File: src/rtl/wb_line_burst_master_pkg.sv
// wb_line_burst_master_pkg: Wishbone cycle-type constants and the burst master state encoding.
package wb_line_burst_master_pkg;
    localparam logic [2:0] CTI_CLASSIC = 3'b000;
    localparam logic [2:0] CTI_INCR    = 3'b010;
    localparam logic [2:0] CTI_END     = 3'b111;
    localparam logic [1:0] BTE_LINEAR  = 2'b00;
    localparam logic [3:0] SEL_WORD    = 4'b1111;
    typedef enum logic [1:0] {ST_IDLE, ST_BURST, ST_FINISH} state_t;
endpackage

File: src/rtl/wb_line_burst_master_if.sv
// wb_line_burst_master_if: Wishbone master bus between the line burst master and the memory adapter.
interface wb_line_burst_master_if;
    logic        wbm_cyc_o;
    logic        wbm_stb_o;
    logic [31:2] wbm_addr_o;
    logic [2:0]  wbm_cti_o;
    logic [1:0]  wbm_bte_o;
    logic [3:0]  wbm_sel_o;
    logic        wbm_we_o;
    logic [31:0] wbm_data_o;
    logic [31:0] wbm_data_i;
    logic        wbm_ack_i;
    logic        wbm_err_i;
    modport master (
        output wbm_cyc_o, wbm_stb_o, wbm_addr_o, wbm_cti_o, wbm_bte_o, wbm_sel_o, wbm_we_o, wbm_data_o,
        input  wbm_data_i, wbm_ack_i, wbm_err_i
    );
    modport slave (
        input  wbm_cyc_o, wbm_stb_o, wbm_addr_o, wbm_cti_o, wbm_bte_o, wbm_sel_o, wbm_we_o, wbm_data_o,
        output wbm_data_i, wbm_ack_i, wbm_err_i
    );
endinterface

File: src/rtl/wb_line_burst_master_watchdog.sv
// wb_line_burst_master_watchdog: stall watchdog; expired pulses on the enabled cycle that takes
// the counter to all-ones, i.e. after 2**TIMEOUT_BITS-1 consecutive enabled cycles.
module wb_line_burst_master_watchdog #(
    parameter int TIMEOUT_BITS = 8
) (
    input  logic wbs_clk_i,
    input  logic rst,
    input  logic clr,
    input  logic en,
    output logic expired
);
    localparam logic [TIMEOUT_BITS-1:0] LAST = ~TIMEOUT_BITS'(1);
    logic [TIMEOUT_BITS-1:0] cnt_q, cnt_d;
    always_ff @(posedge wbs_clk_i)
        if (rst) cnt_q <= '0;
        else cnt_q <= cnt_d;
    always_comb begin
        cnt_d = clr ? '0 : en ? cnt_q + 1'b1 : cnt_q;
        expired = en && !clr && cnt_q == LAST;
    end
endmodule

File: src/rtl/wb_line_burst_master.sv
// wb_line_burst_master: turns one cache-line read/write request into a single linear
// incrementing Wishbone burst, with per-beat line-buffer access and done/err reporting.
module wb_line_burst_master
    import wb_line_burst_master_pkg::*;
#(
    parameter int         LINE_WORDS_BITS = 3,
    parameter int         TIMEOUT_BITS    = 8,
    parameter logic [2:0] BURST_CTI       = CTI_INCR,
    parameter logic [2:0] END_CTI         = CTI_END
) (
    input  logic                       wbs_clk_i,
    input  logic                       rst,
    input  logic                       req_valid,
    output logic                       req_ready,
    input  logic                       req_we,
    input  logic [31:LINE_WORDS_BITS+2] req_addr,
    output logic [LINE_WORDS_BITS-1:0] wr_idx,
    input  logic [31:0]                wr_data,
    output logic                       rd_valid,
    output logic [LINE_WORDS_BITS-1:0] rd_idx,
    output logic [31:0]                rd_data,
    output logic                       done,
    output logic                       err,
    wb_line_burst_master_if.master     wb
);
    localparam logic [LINE_WORDS_BITS-1:0] LAST_BEAT = '1;

    state_t                        state_q, state_d;
    logic [LINE_WORDS_BITS-1:0]    beat_q, beat_d;
    logic [31:LINE_WORDS_BITS+2]   addr_q, addr_d;
    logic                          we_q, we_d;
    logic                          err_q, err_d;
    logic                          in_burst, beat_ack, bus_err, last_beat;
    logic                          wd_clr, wd_expired;

    assign in_burst  = state_q == ST_BURST;
    assign bus_err   = in_burst && wb.wbm_err_i;
    // err outranks a simultaneous ack: the beat is neither counted nor delivered
    assign beat_ack  = in_burst && wb.wbm_ack_i && !wb.wbm_err_i;
    assign last_beat = beat_q == LAST_BEAT;
    assign wd_clr    = !in_burst || wb.wbm_ack_i || wb.wbm_err_i;

    wb_line_burst_master_watchdog #(.TIMEOUT_BITS(TIMEOUT_BITS)) u_watchdog (
        .wbs_clk_i,
        .rst,
        .clr     (wd_clr),
        .en      (!wd_clr),
        .expired (wd_expired)
    );

    always_ff @(posedge wbs_clk_i)
        if (rst) begin
            state_q <= ST_IDLE;
            beat_q  <= '0;
            addr_q  <= '0;
            we_q    <= 1'b0;
            err_q   <= 1'b0;
        end else begin
            state_q <= state_d;
            beat_q  <= beat_d;
            addr_q  <= addr_d;
            we_q    <= we_d;
            err_q   <= err_d;
        end

    always_comb begin
        state_d = state_q;
        beat_d  = beat_q;
        addr_d  = addr_q;
        we_d    = we_q;
        err_d   = err_q;
        case (state_q)
            ST_IDLE:
                if (req_valid) begin
                    state_d = ST_BURST;
                    beat_d  = '0;
                    addr_d  = req_addr;
                    we_d    = req_we;
                end
            ST_BURST:
                if (bus_err || wd_expired) begin
                    state_d = ST_FINISH;
                    err_d   = 1'b1;
                end else if (beat_ack) begin
                    if (last_beat) begin
                        state_d = ST_FINISH;
                        err_d   = 1'b0;
                    end else beat_d = beat_q + 1'b1;
                end
            default: state_d = ST_IDLE;
        endcase
    end

    always_comb begin
        req_ready     = state_q == ST_IDLE;
        wb.wbm_cyc_o  = in_burst;
        wb.wbm_stb_o  = in_burst;
        wb.wbm_we_o   = in_burst && we_q;
        wb.wbm_addr_o = {addr_q, beat_q};
        wb.wbm_cti_o  = !in_burst ? CTI_CLASSIC : last_beat ? END_CTI : BURST_CTI;
        wb.wbm_bte_o  = BTE_LINEAR;
        wb.wbm_sel_o  = SEL_WORD;
        wb.wbm_data_o = wr_data;
        wr_idx        = beat_q;
        rd_idx        = beat_q;
        rd_valid      = beat_ack && !we_q;
        rd_data       = wb.wbm_data_i;
        done          = state_q == ST_FINISH;
        err           = done && err_q;
    end
endmodule

File: src/flat_wrapper.sv
// flat-port wrapper written by rule: the top's interface ports become plain ports
module wb_line_burst_master_flat import wb_line_burst_master_pkg::*;
#(
    parameter int         LINE_WORDS_BITS = 3,
    parameter int         TIMEOUT_BITS    = 8,
    parameter logic [2:0] BURST_CTI       = CTI_INCR,
    parameter logic [2:0] END_CTI         = CTI_END
)
  (wbs_clk_i, rst, req_valid, req_ready, req_we, req_addr, wr_idx, wr_data, rd_valid, rd_idx, rd_data, done, err, wb_wbm_cyc_o, wb_wbm_stb_o, wb_wbm_addr_o, wb_wbm_cti_o, wb_wbm_bte_o, wb_wbm_sel_o, wb_wbm_we_o, wb_wbm_data_o, wb_wbm_data_i, wb_wbm_ack_i, wb_wbm_err_i);
  wb_line_burst_master_if wb_i ();
  input  logic wbs_clk_i;
  input  logic rst;
  input  logic req_valid;
  output logic req_ready;
  input  logic req_we;
  input  logic [31:LINE_WORDS_BITS+2] req_addr;
  output logic [LINE_WORDS_BITS-1:0] wr_idx;
  input  logic [31:0] wr_data;
  output logic rd_valid;
  output logic [LINE_WORDS_BITS-1:0] rd_idx;
  output logic [31:0] rd_data;
  output logic done;
  output logic err;
  output wire logic [$bits(wb_i.wbm_cyc_o)-1:0] wb_wbm_cyc_o;
  output wire logic [$bits(wb_i.wbm_stb_o)-1:0] wb_wbm_stb_o;
  output wire logic [$bits(wb_i.wbm_addr_o)-1:0] wb_wbm_addr_o;
  output wire logic [$bits(wb_i.wbm_cti_o)-1:0] wb_wbm_cti_o;
  output wire logic [$bits(wb_i.wbm_bte_o)-1:0] wb_wbm_bte_o;
  output wire logic [$bits(wb_i.wbm_sel_o)-1:0] wb_wbm_sel_o;
  output wire logic [$bits(wb_i.wbm_we_o)-1:0] wb_wbm_we_o;
  output wire logic [$bits(wb_i.wbm_data_o)-1:0] wb_wbm_data_o;
  input wire logic [$bits(wb_i.wbm_data_i)-1:0] wb_wbm_data_i;
  input wire logic [$bits(wb_i.wbm_ack_i)-1:0] wb_wbm_ack_i;
  input wire logic [$bits(wb_i.wbm_err_i)-1:0] wb_wbm_err_i;
  assign wb_wbm_cyc_o = wb_i.wbm_cyc_o;
  assign wb_wbm_stb_o = wb_i.wbm_stb_o;
  assign wb_wbm_addr_o = wb_i.wbm_addr_o;
  assign wb_wbm_cti_o = wb_i.wbm_cti_o;
  assign wb_wbm_bte_o = wb_i.wbm_bte_o;
  assign wb_wbm_sel_o = wb_i.wbm_sel_o;
  assign wb_wbm_we_o = wb_i.wbm_we_o;
  assign wb_wbm_data_o = wb_i.wbm_data_o;
  assign wb_i.wbm_data_i = wb_wbm_data_i;
  assign wb_i.wbm_ack_i = wb_wbm_ack_i;
  assign wb_i.wbm_err_i = wb_wbm_err_i;
  wb_line_burst_master #(.LINE_WORDS_BITS(LINE_WORDS_BITS), .TIMEOUT_BITS(TIMEOUT_BITS), .BURST_CTI(BURST_CTI), .END_CTI(END_CTI)) u_core (.wbs_clk_i(wbs_clk_i), .rst(rst), .req_valid(req_valid), .req_ready(req_ready), .req_we(req_we), .req_addr(req_addr), .wr_idx(wr_idx), .wr_data(wr_data), .rd_valid(rd_valid), .rd_idx(rd_idx), .rd_data(rd_data), .done(done), .err(err), .wb(wb_i));
endmodule
File: config.mk
export PLATFORM = sky130hd
export DESIGN_NAME = wb_line_burst_master_flat
export DESIGN_NICKNAME = d
export VERILOG_FILES = /design/src/rtl/wb_line_burst_master_pkg.sv /design/src/rtl/wb_line_burst_master_if.sv /design/src/rtl/wb_line_burst_master_watchdog.sv /design/src/rtl/wb_line_burst_master.sv /design/src/flat_wrapper.sv
export SDC_FILE = /design/constraint.sdc
export NUM_CORES = 1
export LEC_CHECK = 0
export CAP_MARGIN = 25
export CORE_UTILIZATION = 33
export CTS_CLUSTER_SIZE = 30
export DETAILED_ROUTE_END_ITERATION = 10
export PLACE_DENSITY_LB_ADDON = 0.25
export SLEW_MARGIN = 0
export SYNTH_ARGS = -nofsm -noshare
export SYNTH_HDL_FRONTEND = slang
export SYNTH_SLANG_ARGS = --single-unit
File: constraint.sdc
create_clock -name wbs_clk_i -period 2.9 [get_ports wbs_clk_i]
set_input_delay 0.435 -clock wbs_clk_i [delete_from_list [all_inputs] [get_ports wbs_clk_i]]
set_output_delay 0.435 -clock wbs_clk_i [all_outputs]
set_load 0.005 [all_outputs]
# Word-level counts from Yosys, hierarchy flattened

Index checks and enable logic that the tools add are counted.

Bits in registers: 42
Input bits: 97
Output and inout bits: 116
Word-level logic and storage cells: 56

$add $sub $neg: 2
Equal/unequal tests: 10
Multiplexer cells: 15
Reductions and logical operators: 23

Operators with widths:

| cell                                                             | number |
|---|---|
| 3-bit 2-to-1 mux                                                 | 6 |
| 8-bit by 1-bit adder with 8-bit output (second input constant)   | 1 |
| 8-bit == test (second input constant)                            | 1 |
| 2-bit 2-to-1 mux                                                 | 4 |
| 2-bit inequality test (second input constant)                    | 4 |
| 1-bit logical AND                                                | 7 |
| 3-bit inequality test (second input constant)                    | 2 |
| 3-bit one-hot mux with 2 select lines                            | 1 |
| 3-bit AND reduction                                              | 2 |
| 2-bit nonzero test                                               | 3 |
| 5-bit AND reduction                                              | 1 |
| 1-bit logical NOT                                                | 4 |
| 2-bit one-hot mux with 2 select lines                            | 1 |
| 3-bit by 1-bit adder with 3-bit output (second input constant)   | 1 |
| 3-bit == test (second input constant)                            | 1 |
| 1-bit logical OR                                                 | 3 |
| 1-bit 2-to-1 mux                                                 | 3 |
| 2-bit by 1-bit == test with 1-bit output (second input constant) | 1 |
| 2-bit == test (second input constant)                            | 1 |
| 2-bit logical NOT                                                | 1 |
| 2-bit AND reduction                                              | 1 |
| 2-bit OR reduction                                               | 1 |

# Logic depth before layout (Yosys ltp)

Gate-level depths: netlist of run 1.

Depth in word-level cells: 9
Depth in mapped cells: 6
Gate-level depth less buffers: 5

# By module

From an unflattened synthesis of run 1, not the netlist that was laid out.

Cells, all modules: 289
Area total of the unflattened synthesis: 2290.9 µm²

By module, submodules not included:

| module                        | times used | cells each | area an instance (µm²) | seq. area each (µm²) |
|---|---|---|---|---|
| wb_line_burst_master          | 1          | 245        | 1900.6                 | 680.7 |
| wb_line_burst_master_watchdog | 1          | 44         | 390.4                  | 160.2 |

# Least setup slack after synthesis of run 1

OpenSTA, ideal clock, no wires.

Kind: reg-to-reg
Start: register u_core.beat_q[0] (netlist: u_core.rd_idx[0])
End: register u_core.beat_q[0] (netlist: u_core.rd_idx[0])
Library setup time: 0.075 ns
Arrival time: 1.565 ns
Required time: 2.825 ns
Setup slack: 1.260 ns
Cell stages (with the launch flop): 6
Buffers on the path: 0
Period minus slack after synthesis: 1.640 ns
Path through: dfxtp_1 > ha_1 > ha_1 > or3b_1 > or3_1 > a31oi_1

Longest elaborated chain between the ends: 5
Elaborated cells on any way between the ends: 8
Those cells by class: 1 x add/sub; 2 x eq/ne; 4 x mux; 1 x reduce/logical

RTL lines:

| what                                   | RTL line                   | text |
|---|---|---|
| from (decl)                            | wb_line_burst_master.sv:29 | `logic [LINE_WORDS_BITS-1:0] beat_q, beat_d;` |
| from (signal assigned)                 | wb_line_burst_master.sv:60 | `beat_q <= beat_d;` |
| 3-bit by 1-bit adder with 3-bit output | wb_line_burst_master.sv:88 | `end else beat_d = beat_q + 1'b1;` |
| 3-bit 2-to-1 mux                       | wb_line_burst_master.sv:85 | `if (last_beat) begin` |
| 3-bit 2-to-1 mux                       | wb_line_burst_master.sv:84 | `end else if (beat_ack) begin` |
| 3-bit 2-to-1 mux                       | wb_line_burst_master.sv:81 | `if (bus_err \|\| wd_expired) begin` |
| 3-bit one-hot mux with 2 select lines  | wb_line_burst_master.sv:72 | `case (state_q)` |

Parallel ways exist; a longest one is shown, timed or not. The select of a mux whose other input is x is not followed.
A chain may end at the register's enable or synchronous reset.

# Worst setup path in the final report of run 1

Start: register u_core.state_q[0]
End: output port wb_wbm_cti_o[0]

Longest elaborated chain between the ends: 2

RTL lines:

| what                                     | RTL line                    | text |
|---|---|---|
| from (decl)                              | wb_line_burst_master.sv:28  | `state_t state_q, state_d;` |
| from (signal assigned)                   | wb_line_burst_master.sv:59  | `state_q <= state_d;` |
| 2-bit by 1-bit == test with 1-bit output | wb_line_burst_master.sv:36  | `assign in_burst = state_q == ST_BURST;` |
| 3-bit 2-to-1 mux                         | wb_line_burst_master.sv:100 | `wb.wbm_cti_o = !in_burst ? CTI_CLASSIC : last_beat ? END_CTI : BURST_CTI;` |
| to (decl)                                | flat_wrapper.sv:27          | `output wire logic [$bits(wb_i.wbm_cti_o)-1:0] wb_wbm_cti_o;` |

No other way between the ends.

==> results.txt, run 1 <==
RSZ-0062 raised after global routing: false
XOR/XNOR share of the synthesized area: 0.0114
Setup CP Type: register to output port
# diodes: 0
CTS Buffer Depth: 2
Setup TNS: 0 ns
Largest net degree at the start of global routing: 32
Stages on the worst setup path: 4
Commonest non-fill, non-tap cell in the layout: clkdlybuf4s50_1
Hold Crit Endpoint: u_core.addr_q[15]
Fillers: 672
Skew final: 0.00542 ns
Hold Buf Count CTS: 0
Largest fanout on the critical path: 10
Global-route wire length before repair: 7000 µm
#FFs+latches synth: 42
Htree depth: 2
Critical path cell sequence: nand2b_1 -> inv_1 -> and2_1 -> clkdlybuf4s50_1
Worst-path clk slew: 0.08 ns
Slowest stage delay, CP: 0.52 ns
Mapped Avg Cell Area: 9.02 µm²
LEAKAGE: 1.04 nW
R2R Path End: u_core.rd_idx[0]
Die H: 85.7 µm
Setup crit end kind: output port
Crit-path slowest cell: dfxtp_1
Register area: 841 µm²
Flop pwr share: 0.510
Synth Area in Compound Gates: 0.0395
Area occupied by multi-input gates: 835 µm²
Post-DR vias/cell: 4.38
CTS root buf: clkbuf_8
All-layer global routing usage: 0.119
Fmax: 435 MHz
Largest family of logic cells by synthesized area: buffers and inverters
Final hold viol count: 0
Final-stage net count: 362
IO Port Bufs: 78
Yosys warnings: 0
Switch share: 0.236
Core Box Area: 6790 µm²
Synth cell types: 35
Min Tclk post-route: 2.30 ns
Final setup margin: 0.599 ns
DRC viols: 0
Outcome: complete, no violations
Num Clock Sinks: 42
Mux contribution to synthesized area: 0.121
Die area: 7340 µm²
RePlAce Congestion: 0.740
Number of global-route vias before repair: 1488
Sw power: 0.290 mW
Rows: 30
Die Span X: 85.7 µm
Syn-to-layout area delta: 17.3%
Clk_lat worst skew: 0.28 ns
Hold Crit Class: register to register
Worst vdd ir: 0.238 mV
Io pins: 213
Starting Density: 0.340
Grt ovf: 0
Final cycle utilization of the critical path: 0.793
Cells after Synth: 256
# resized after CTS: 0
Worst slack, placed: 0.623 ns
CTS tree: done
Overall power: 1.23 mW
CTS Buf Count: 5
Max-cap viol count: 0
DRT Wirelength: 4360 µm
Vias: 1567
Postcts setup bufs: 0
Most frequent cells in the layout: clkdlybuf4s50_1 (78), dfxtp_1 (42), nor2_1 (35)
Startpoint types: register
Netlist Area Pre-Place: 2310 µm²
Req. time, crit path: 2.47 ns
Simple-Gate Fraction of Synth Area: 0.155
Hold path cells: 2
Iter 0 DRT Violations: 33
Worst r2r path cells: 5
Average wire per standard cell: 12.2 µm
Worst EP arrival: 1.87 ns
FF-to-FF setup slack: 1.15 ns
Crit path buffers/inverters: 2
Min-delay src: u_core.addr_q[15]
Crit-path leading delay family: buffers and inverters
Sequential share of the synthesized area: 0.364
Clock power share: 0.312
Hpwl dp: 3090 µm
WHS: 0.494 ns
Final setup viols: 0
DR pass1 iterations: 4
Cell Int Power: 0.938 mW
Final ANT Viol Nets: 0
Synth Area in Adders: 0.0217
Max-slew violations: 0
Reg2reg start: u_core.rd_idx[0]
Initial antenna violation count: 0
Pwr/cell area: 453 nW/µm²
Layout cell share with drive strength beyond 1: 0.0573
Logic pwr share: 0.178
## layout make-up
type / instances / area share
Sequential cell: 42 / 0.310
Multi-Input combinational cell: 126 / 0.308
Timing Repair Buffer: 81 / 0.297
Tap cell: 96 / 0.0443
Clock buffer: 7 / 0.0319
Inverter: 5 / 0.00693
Clock inverter: 1 / 0.00185
## cell usage after synthesis, drive strengths merged
| library cell | count | area (µm²) |
|---|---|---|
| buf | 84 | 626 |
| dfxtp | 42 | 841 |
| nor2 | 35 | 131 |
| mux2i | 28 | 280 |
| nand2 | 7 | 26.3 |
| a21oi | 6 | 30.0 |
| nand3 | 6 | 30.0 |
| o21ai | 6 | 30.0 |
| inv | 5 | 18.8 |
| ha | 4 | 50.1 |
| or3 | 4 | 26.3 |
| and2 | 3 | 18.8 |
| clkbuf | 3 | 11.3 |
| nand2b | 3 | 18.8 |
| conb | 2 | 7.51 |
| nand4 | 2 | 18.8 |
| nor2b | 2 | 12.5 |
| nor3b | 2 | 20.0 |
| nor4b | 2 | 23.8 |
| o211ai | 2 | 15.0 |
| xor2 | 2 | 17.5 |
| a31oi | 1 | 6.26 |
| a32o | 1 | 10.0 |
| nand4bb | 1 | 11.3 |
| or3b | 1 | 8.76 |
| or4 | 1 | 11.3 |
| xnor2 | 1 | 8.76 |
## layer usage
metal,track usage,vias up,wire [µm]
met5,0,-,0
met4,0.0530,0,73
met3,0.0462,14,368
met2,0.189,74,1980
met1,0.144,718,1930
li1,-,761,-
## worst min-delay path: stages, from the launching register on
cell	delay, ns
dfxtp_1	0.33
mux2i_1	0.06
nor2_1	0.07
## metrics by stage
step	utilization	cells	area, µm²
2_1_floorplan	-	260	2320
3_3_place_gp	0.385	350	2620
3_5_place_dp	0.385	350	2620
4_1_cts	0.399	358	2710
5_1_grt	0.399	358	2710
6_report	0.399	358	2710
## power groups by stage
stage	Sequential [mW]	Clock [mW]	Combinational [mW]
floorplan	0.638	0	0.175
global placement	0.639	0	0.221
detailed placement	0.640	0	0.221
CTS	0.627	0.412	0.223
global route	0.631	0.431	0.239
finish	0.626	0.383	0.219
## sequential cells by signal, summed over array words and instances (netlist names)
register                 count
u_core.err_q                 1
u_core.u_watchdog.cnt_q      8
u_core.we_q                  1
u_core.rd_idx                3
u_core.addr_q               27
u_core.state_q               2
## cells by family (layout without fill, tap and decap cells)
kind of cell | count (synthesis) | after routing
multiplexers | 28 | 28
adder cells (fa/ha/maj) | 4 | 4
buffers and inverters | 92 | 94
AO/OA/AOI/OAI | 16 | 16
other | 2 | 6
XOR/XNOR | 3 | 3
AND/OR/NAND/NOR | 69 | 69
flip-flops | 42 | 42
## worst max-delay path by stage
stage,start,end
floorplan,u_core.rd_idx[0],u_core.rd_idx[0]
global placement,wb_wbm_ack_i,rd_valid
detailed placement,wb_wbm_ack_i,rd_valid
CTS,u_core.state_q[0],wb_wbm_cti_o[0]
global route,u_core.state_q[0],wb_wbm_cti_o[0]
finish,u_core.state_q[0],wb_wbm_cti_o[0]
Power figures use the tool's default switching activity.
==> inputs of run 2 (changes only) <==
- CORE_UTILIZATION: 33 -> 28
- clock period: 2.9 -> 2.1 ns (I/O delays scaled with it)
==> results.txt, run 2 (synthesized netlist as in run 1, its figures left out) <==
Slowest stage delay, CP: 0.50 ns (-0.02 ns)
Setup TNS: 0 ns (unchanged)
Critical path cell sequence: ha_1 -> ha_4 -> and2_1 -> clkdlybuf4s50_1
Min-delay src: u_core.u_watchdog.cnt_q[7]
Die H: 92.8 µm (+8.4%)
Post-route cell area: 2840 µm² (+4.8%)
Core Box Area: 7850 µm² (+16%)
CTS Buffer Depth: 2 (unchanged)
Initial antenna violation count: 0 (unchanged)
Largest net degree at the start of global routing: 32 (unchanged)
Outcome: complete, no violations
Commonest non-fill, non-tap cell in the layout: clkdlybuf4s50_1
Worst-path clk slew: 0.08 ns (about the same)
Final ANT Viol Nets: 0 (unchanged)
Vias: 1600 (+2.1%)
RePlAce Congestion: 0.748 (+1.1%)
Worst vdd ir: 0.280 mV (+17%)
Req. time, crit path: 1.78 ns (-0.69 ns)
Die area: 8620 µm² (+17%)
Clock power share: 0.401 (+0.089)
Cell Int Power: 1.55 mW (+65%)
Crit path launch: u_core.rd_idx[0]
Final setup viols: 0 (unchanged)
Htree depth: 2 (unchanged)
Switch share: 0.215 (-0.0207)
Final-stage net count: 366 (+1.1%)
Pwr/cell area: 694 nW/µm² (+53%)
DRC viols: 0 (unchanged)
Hold path cells: 2 (unchanged)
Starting Density: 0.294 (-0.0456)
Min Tclk post-route: 1.99 ns
Largest fanout on the critical path: 7 (-3)
Num Clock Sinks: 42 (unchanged)
Syn-to-layout area delta: 22.9%
Average wire per standard cell: 12.3 µm (+1.1%)
# diodes: 0 (unchanged)
Logic pwr share: 0.163 (-0.015)
Global-route wire length before repair: 7060 µm (+0.89%)
Reg2reg start: u_core.rd_idx[0]
Final cycle utilization of the critical path: 0.948
Hold Crit Class: register to register
Max-cap viol count: 0 (unchanged)
Worst EP arrival: 1.68 ns (-0.19 ns)
Fmax: 502 MHz
Iter 0 DRT Violations: 19 (-42%)
Most frequent cells in the layout: clkdlybuf4s50_1 (77), dfxtp_1 (40), nor2_1 (35)
Crit-path leading delay family: buffers and inverters
Max reg flops: 27 (unchanged)
Skew final: 0.00598 ns (+0.000563 ns)
IO Port Bufs: 78 (unchanged)
Number of global-route vias before repair: 1531 (+2.9%)
CTS root buf: clkbuf_8
Hpwl dp: 3280 µm (+6.1%)
Final hold viol count: 0 (unchanged)
CTS tree: done
DR pass1 iterations: 4 (unchanged)
Layout cell share with drive strength beyond 1: 0.0977 (+0.0405)
Crit-path slowest cell: clkdlybuf4s50_1
Max-slew violations: 0 (unchanged)
Grt ovf: 0 (unchanged)
Flop pwr share: 0.436 (-0.074)
Placed inst area: 2670 µm² (+1.9%)
Biggest register: u_core.addr_q
FF-to-FF setup slack: 0.43 ns (-0.72 ns)
RSZ-0062 raised after global routing: false
Startpoint types: register
Setup crit end kind: output port
Post-DR vias/cell: 4.35 (-0.67%)
Crit path buffers/inverters: 1 (-1)
Clk_lat worst skew: 0.29 ns (about the same)
CTS Buf Count: 5 (unchanged)
LEAKAGE: 1.10 nW (+6.1%)
Rows: 32 (+6.7%)
WHS: 0.491 ns (-0.00253 ns)
Setup CP Type: register to output port
Worst r2r path cells: 5 (unchanged)
Die Span X: 92.8 µm (+8.4%)
Io pins: 213 (unchanged)
Stages on the worst setup path: 4 (unchanged)
Sw power: 0.425 mW (+47%)
DRT Wirelength: 4530 µm (+3.9%)
Hold Buf Count CTS: 0 (unchanged)
All-layer global routing usage: 0.105 (-0.0149)
run 2: changes by cell type in the layout (fill, tap and decap cells not counted), sizes merged:
cell / delta
buf: +4
bufinv: +2
clkbuf: -1
clkdlybuf4s50: -1
clkinv: -1
dlymetal6s2s: +1
run 2: worst paths after layout:
kind,to
worst max-delay path,wb_wbm_cti_o[2]
worst min-delay path,u_core.u_watchdog.cnt_q[7]
worst min register to register,u_core.u_watchdog.cnt_q[7]
worst max register to register,u_core.rd_idx[0]
run 2: power by group through the flow:
stage | Clock [mW] | Combinational, mW | Sequential, mW
floorplan | 0 | 0.241 | 0.881
global placement | 0 | 0.322 | 0.879
detailed placement | 0 | 0.324 | 0.880
CTS | 0.828 | 0.326 | 0.862
global route | 0.868 | 0.349 | 0.867
finish | 0.791 | 0.321 | 0.860
run 2: layer usage:
layer	global-route usage	vias up	routed length [µm]
met3	0.0525	21	408
met4	0.0397	0	72
met5	0	-	0
li1	-	771	-
met2	0.175	71	2170
met1	0.112	737	1880
run 2: repair_timing:
action | in CTS | in global routing
resized for setup | 3 | 6
setup endpoints to repair | 2 | 4
buffers inserted | 0 | 0
pin swaps | 0 | 0
cloned | 0 | 0
run 2: layout make-up:
cell class,instances,area (µm²)
fillers,840,5010
clock inverters,2,60.1
flip-flops and latches,42,846
inverters,5,18.8
multi-input cells,126,856
repair buffers,85,848
clock buffers,6,82.6
well taps,102,128
run 2: tightest hold or removal path: stages (launching register included):
cell     delay (ns)
dfxtp_1        0.32
o21ai_0        0.07
a21oi_1        0.06
run 2: metrics by stage:
stage	utilization	total power [mW]	worst slack, ns	cells
finish	0.362	1.97	0.108	368
global placement	0.340	1.20	0.214	360
CTS	0.359	2.01	0.0237	368
floorplan	-	1.12	0.460	260
detailed placement	0.340	1.20	0.217	360
global route	0.362	2.08	0.00883	368
